[src/rtl/shreg_rr_scheduler.sv]
// Round-robin front end for a shared multi-bit shift register delay line.
// Grants at most one client per cycle into sr_si and tracks the owner of every
// word in a tag pipeline that advances in lockstep with the external shift register.
module shreg_rr_scheduler #(
    parameter int unsigned REQUESTERS = 4,
    parameter int unsigned WIDTH      = 8,
    parameter int unsigned POSITIONS  = 8,
    localparam int unsigned PTR_W     = (REQUESTERS > 2) ? $clog2(REQUESTERS) : 1
) (
    input  logic                          clk,
    input  logic                          rst,
    input  logic                          flush,
    input  logic [REQUESTERS-1:0]         req_valid,
    input  logic [REQUESTERS*WIDTH-1:0]   req_data,
    output logic [REQUESTERS-1:0]         req_ready,
    output logic [WIDTH-1:0]              sr_si,
    input  logic [WIDTH-1:0]              sr_so,
    output logic [REQUESTERS-1:0]         rsp_valid,
    output logic [WIDTH-1:0]              rsp_data,
    output logic                          busy,
    output logic [PTR_W-1:0]              grant_ptr
);

    logic [PTR_W-1:0]     ptr_q;
    logic [PTR_W-1:0]     ptr_d;
    logic [PTR_W-1:0]     gnt_id;
    logic                 gnt_any;
    logic [POSITIONS-1:0] tag_vld_q;
    logic [PTR_W-1:0]     tag_id_q [POSITIONS];

    // Wrapping search from the pointer; reset and flush suppress any grant.
    always_comb begin
        int unsigned idx;
        idx     = 0;
        gnt_any = 1'b0;
        gnt_id  = '0;
        for (int unsigned k = 0; k < REQUESTERS; k++) begin
            idx = 32'(ptr_q) + k;
            if (idx >= REQUESTERS) begin
                idx = idx - REQUESTERS;
            end
            if (!gnt_any && req_valid[idx]) begin
                gnt_any = 1'b1;
                gnt_id  = PTR_W'(idx);
            end
        end
        if (flush || rst) begin
            gnt_any = 1'b0;
            gnt_id  = '0;
        end
    end

    // Grant, data drive and next pointer; no grant inserts a zero bubble.
    always_comb begin
        req_ready = '0;
        sr_si     = '0;
        ptr_d     = ptr_q;
        if (gnt_any) begin
            req_ready         = '0;
            req_ready[gnt_id] = 1'b1;
            sr_si             = req_data[gnt_id*WIDTH +: WIDTH];
            ptr_d             = (gnt_id == PTR_W'(REQUESTERS - 1)) ? '0 : gnt_id + 1'b1;
        end
    end

    // Pointer and tag pipeline; the shift register itself has no reset, so only
    // the valid bits decide whether an emerging word is real.
    always_ff @(posedge clk or posedge rst) begin
        if (rst) begin
            ptr_q     <= '0;
            tag_vld_q <= '0;
            for (int unsigned k = 0; k < POSITIONS; k++) begin
                tag_id_q[k] <= '0;
            end
        end else begin
            ptr_q <= ptr_d;
            if (flush) begin
                tag_vld_q <= '0;
            end else begin
                tag_vld_q <= {tag_vld_q[POSITIONS-2:0], gnt_any};
            end
            tag_id_q[0] <= gnt_id;
            for (int unsigned k = 1; k < POSITIONS; k++) begin
                tag_id_q[k] <= tag_id_q[k-1];
            end
        end
    end

    // Responses decode straight from the last stage so a due word still shows
    // during a flush cycle.
    always_comb begin
        rsp_valid = '0;
        if (tag_vld_q[POSITIONS-1]) begin
            rsp_valid[tag_id_q[POSITIONS-1]] = 1'b1;
        end
    end

    assign rsp_data  = sr_so;
    assign busy      = |tag_vld_q;
    assign grant_ptr = ptr_q;

endmodule
[config.mk]
export PLATFORM = sky130hd
export DESIGN_NAME = shreg_rr_scheduler
export DESIGN_NICKNAME = d
export VERILOG_FILES = /design/src/rtl/shreg_rr_scheduler.sv
export SDC_FILE = /design/constraint.sdc
export NUM_CORES = 1
export LEC_CHECK = 0
export ABC_CLOCK_PERIOD_IN_PS = 2500
export BUFFER_PORTS_ARGS = -buffer_cell sky130_fd_sc_hd__buf_4
export CORE_UTILIZATION = 42
export CTS_CLUSTER_DIAMETER = 30
export DETAILED_ROUTE_END_ITERATION = 7
export PLACE_DENSITY = 0.8
export SYNTH_ARGS = -nofsm -noshare
export SYNTH_HDL_FRONTEND = slang
export SYNTH_SLANG_ARGS = --single-unit
export TNS_END_PERCENT = 100
[constraint.sdc]
create_clock -name clk -period 2.5 [get_ports clk]
set_clock_uncertainty 0.2 [all_clocks]
set_input_delay 0.5 -clock clk [delete_from_list [all_inputs] [get_ports clk]]
set_output_delay 0.5 -clock clk [all_outputs]
set_load 0.03 [all_outputs]
==> qor.yml <==
outcome:
  status: "finished with violations"
  violations: "setup timing"
job:
  max_cap_violations: 0
global_route:
  grt_pass1_vias: 1030
  track_usage: 0.181
  grt_max_degree: 27
  antenna_found_initial: 0
  grt_pass1_wl_microns: 4440
  overflow: 0
clock_network:
  cts_tree: "done"
  clockBufferDepth: 2
  clock_sinks: 26
  worstSkewPairLatency_ps: 320
  root_buffer: "clkbuf_4"
  cts.clk_slew.worst_paths_ps: 130
  cts_buffers: 3
  cts_hold_buffers: 0
  htree_levels: 1
die:
  die_h_microns: 55.7
  boundaryPins: 74
  std_cell_rows: 19
  die_area_sq_um: 3110
  fp.coreArea_sq_um: 2730
  die_w_microns: 55.7
  floorplan.initialDensity: 0.443
critical_path:
  r2r_setup_slack_ps: 340
  end_kind: "primary output"
  cp.buffers_inverters: 3
  crit_family: "buffers and inverters"
  cp_max_fo: 6
  setup.worst_path.class: "register to primary output"
  worstRegToRegCells: 8
  arrival_ps: 2050
  critical_path.max_stage_delay_ps: 470
  path_cells: "mux2i_1 > a221oi_2 > buf_4 > buf_4 > mux2i_1 > o22ai_2 > buf_6"
  r2r_end: "grant_ptr[1]$_DFFE_PP0P_"
  cp.required_ps: 1800
  worst_path_max_delay_cell: "dfrtp_2"
  path_depth: 7
  worstReg2RegStart: "grant_ptr[0]$_DFFE_PP0P_"
  cp-start-kind: "register"
timing:
  hold_slack_ps: 164
  setup_viol: 12
  hold_viol: 0
  finalCritPeriodShare: 1.10
  fmax_ghz: 0.364
  fin_ws_ps: -246
  fin_crit_ps: 2750
  rsz0062_at_grt: "yes"
  worst_pin_slew_ps: 935
  slew_headroom: 0.376
  slew_violations: 0
power_and_ir_drop:
  pwr-share-comb: 0.352
  power.switching_mw: 0.337
  power_frac_clock: 0.242
  leakagePower_nw: 0.959
  switching_share: 0.290
  seqPwrFrac: 0.406
  peakVddDrop_mv: 0.502
  powerDensity_nw_per_um2: 631
  internal_power_mw: 0.826
drt:
  num_vias: 1016
  vias_per_cell: 5.21
  routed_wl_microns: 2830
  drtIter0Drc: 23
  drt_first_pass_iters: 4
  wl_per_cell_microns: 14.5
  antenna_left: 0
  drc: 0
yosys:
  synth_edf_count: 0
  synth_compound_area_frac: 0.0836
  ys.flop_type: "dfrtp_1"
  yosysTopAreaCellShare: 0.537
  synth_most_common_cell: "dfrtp_1"
  synthXorXnorAreaFrac: 0
  muxShareOfSynthArea: 0.150
  ys_ff_latch: 26
  synth_cell_types: 26
  ys_warn_count: 0
  syn_nets: 150
  synth_top_family_by_area: "multiplexers"
  synthAdderAreaFrac: 0.0103
  syn_inst: 102
  synth_top_cells_by_area: "dfrtp_1, mux2i_1, buf_4"
  ys_top_cells_by_count: "dfrtp_1, mux2i_1, o22ai_1, buf_4, nor2b_1"
  syn_area_per_cell_sq_um: 11.9
  synth_seq_area_share: 0.537
  yosys.area.top_type: "dfrtp_1"
  syn_area_sq_um: 1210
  yosys.area_share.simple: 0.125
  synthArstFlopShare: 1.00
place:
  placed_cells: 185
  hpwl_microns: 2010
  portBuffers: 57
  routabilityCongestion: 0.712
worst_hold_path:
  holdPathStages: 0
  hold_start: "tag_id_q[13]$_DFF_PP0_"
  hold_class: "register to register"
  hold_path_end: "tag_id_q[11]$_DFF_PP0_"
cells_and_area:
  fin_nets: 213
  antenna_cells: 0
  layout-drive-gt1-share: 0.585
  area.growth.synth_to_final_pct: 52.0
  fin_cells: 195
placed cells by master (no fill, tap or decap):
| cell | count |
|---|---|
| nand2_1 | 4 |
| and3_1 | 1 |
| mux2i_2 | 4 |
| buf_6 | 10 |
| and3b_1 | 1 |
| nor3_2 | 1 |
| a21oi_1 | 1 |
| o21ai_1 | 1 |
| buf_4 | 58 |
| nor3b_1 | 2 |
| mux2_1 | 1 |
| bufinv_16 | 1 |
| ha_2 | 1 |
| dfrtp_1 | 24 |
| mux2i_1 | 13 |
| a21oi_2 | 1 |
| o22ai_2 | 5 |
| o22ai_1 | 4 |
| a221oi_2 | 1 |
| nor4_1 | 3 |
| nor2_2 | 1 |
| or3_4 | 1 |
| inv_1 | 2 |
| nor2_1 | 2 |
| inv_2 | 3 |
| nor2b_1 | 7 |
| clkbuf_4 | 3 |
| o21a_1 | 2 |
| nor2_4 | 1 |
| and2_4 | 1 |
| nand2_2 | 1 |
| buf_8 | 1 |
| dfrtp_2 | 2 |
sequential cells by signal, indices dropped and copies added (netlist names):
| name | flops |
|---|---|
| tag_vld_q | 8 |
| grant_ptr | 2 |
| tag_id_q | 16 |
how the worst max path moves through the flow:
stage	end	from	slack [ps]
2_1_floorplan	sr_si[0]	grant_ptr[1]$_DFFE_PP0P_	-70
3_3_place_gp	sr_si[3]	req_valid[0]	-50
5_1_grt	req_ready[0]	grant_ptr[1]$_DFFE_PP0P_	-360
6_report	sr_si[4]	grant_ptr[1]$_DFFE_PP0P_	-250
4_1_cts	sr_si[4]	grant_ptr[1]$_DFFE_PP0P_	-210
3_5_place_dp	sr_si[2]	req_valid[0]	-100
worst reg2reg max path: cells and delay by family (launching register included):
kind | cells | cell delay (ps)
compound gates | 1 | 60
mux | 1 | 290
simple gates | 2 | 320
fa+ha+maj | 1 | 270
buf+inv | 3 | 450
flops | 1 | 460
stage by stage:
stage	setup TNS, ps	power (mW)	utilization	cell area [sq um]	setup WS (ps)
after floorplan	-549	0.723	-	1220	-75.0
after global placement	-293	0.798	0.597	1630	-47.5
after detailed placement	-629	0.808	0.597	1630	-99.5
after CTS	-2130	1.13	0.653	1790	-206
after global routing	-3800	1.21	0.674	1840	-357
final	-2360	1.16	0.674	1840	-246
power by group through the flow:
stage / sequential (mW) / clock (mW) / combinational (mW)
after global routing: 0.476 / 0.302 / 0.436
after CTS: 0.471 / 0.289 / 0.367
after floorplan: 0.489 / 0 / 0.234
final: 0.472 / 0.281 / 0.410
after detailed placement: 0.481 / 0 / 0.327
after global placement: 0.478 / 0 / 0.320
cell families after synthesis:
family,Yosys count
flops,26
buf+inv,16
simple gates,26
mux,18
fa+ha+maj,1
compound gates,15
cell type report:
cell class              instances  area [sq um]
clock inverters                 1          30.0
fillers                       214           891
multi-input cells              60           517
well taps                      31          38.8
inverters                       5          18.8
clock buffers                   3          22.5
repair buffers                 69           563
flip-flops and latches         26           653
timing repair:
item | 4_1_cts | 5_1_grt
setup buffers | 4 | 1
gates resized for setup | 17 | 12
pin swaps | 2 | 1
setup endpoints to repair | 12 | 12
cloned | 0 | 1
metal layers:
metal	global-route usage	up-vias	wire, microns
li1	-	473	-
met1	0.186	497	1030
met2	0.349	42	1560
met3	0.0535	4	201
met4	0.0536	0	29
met5	0	-	0
No activity file was read; power rests on OpenSTA's default activity.
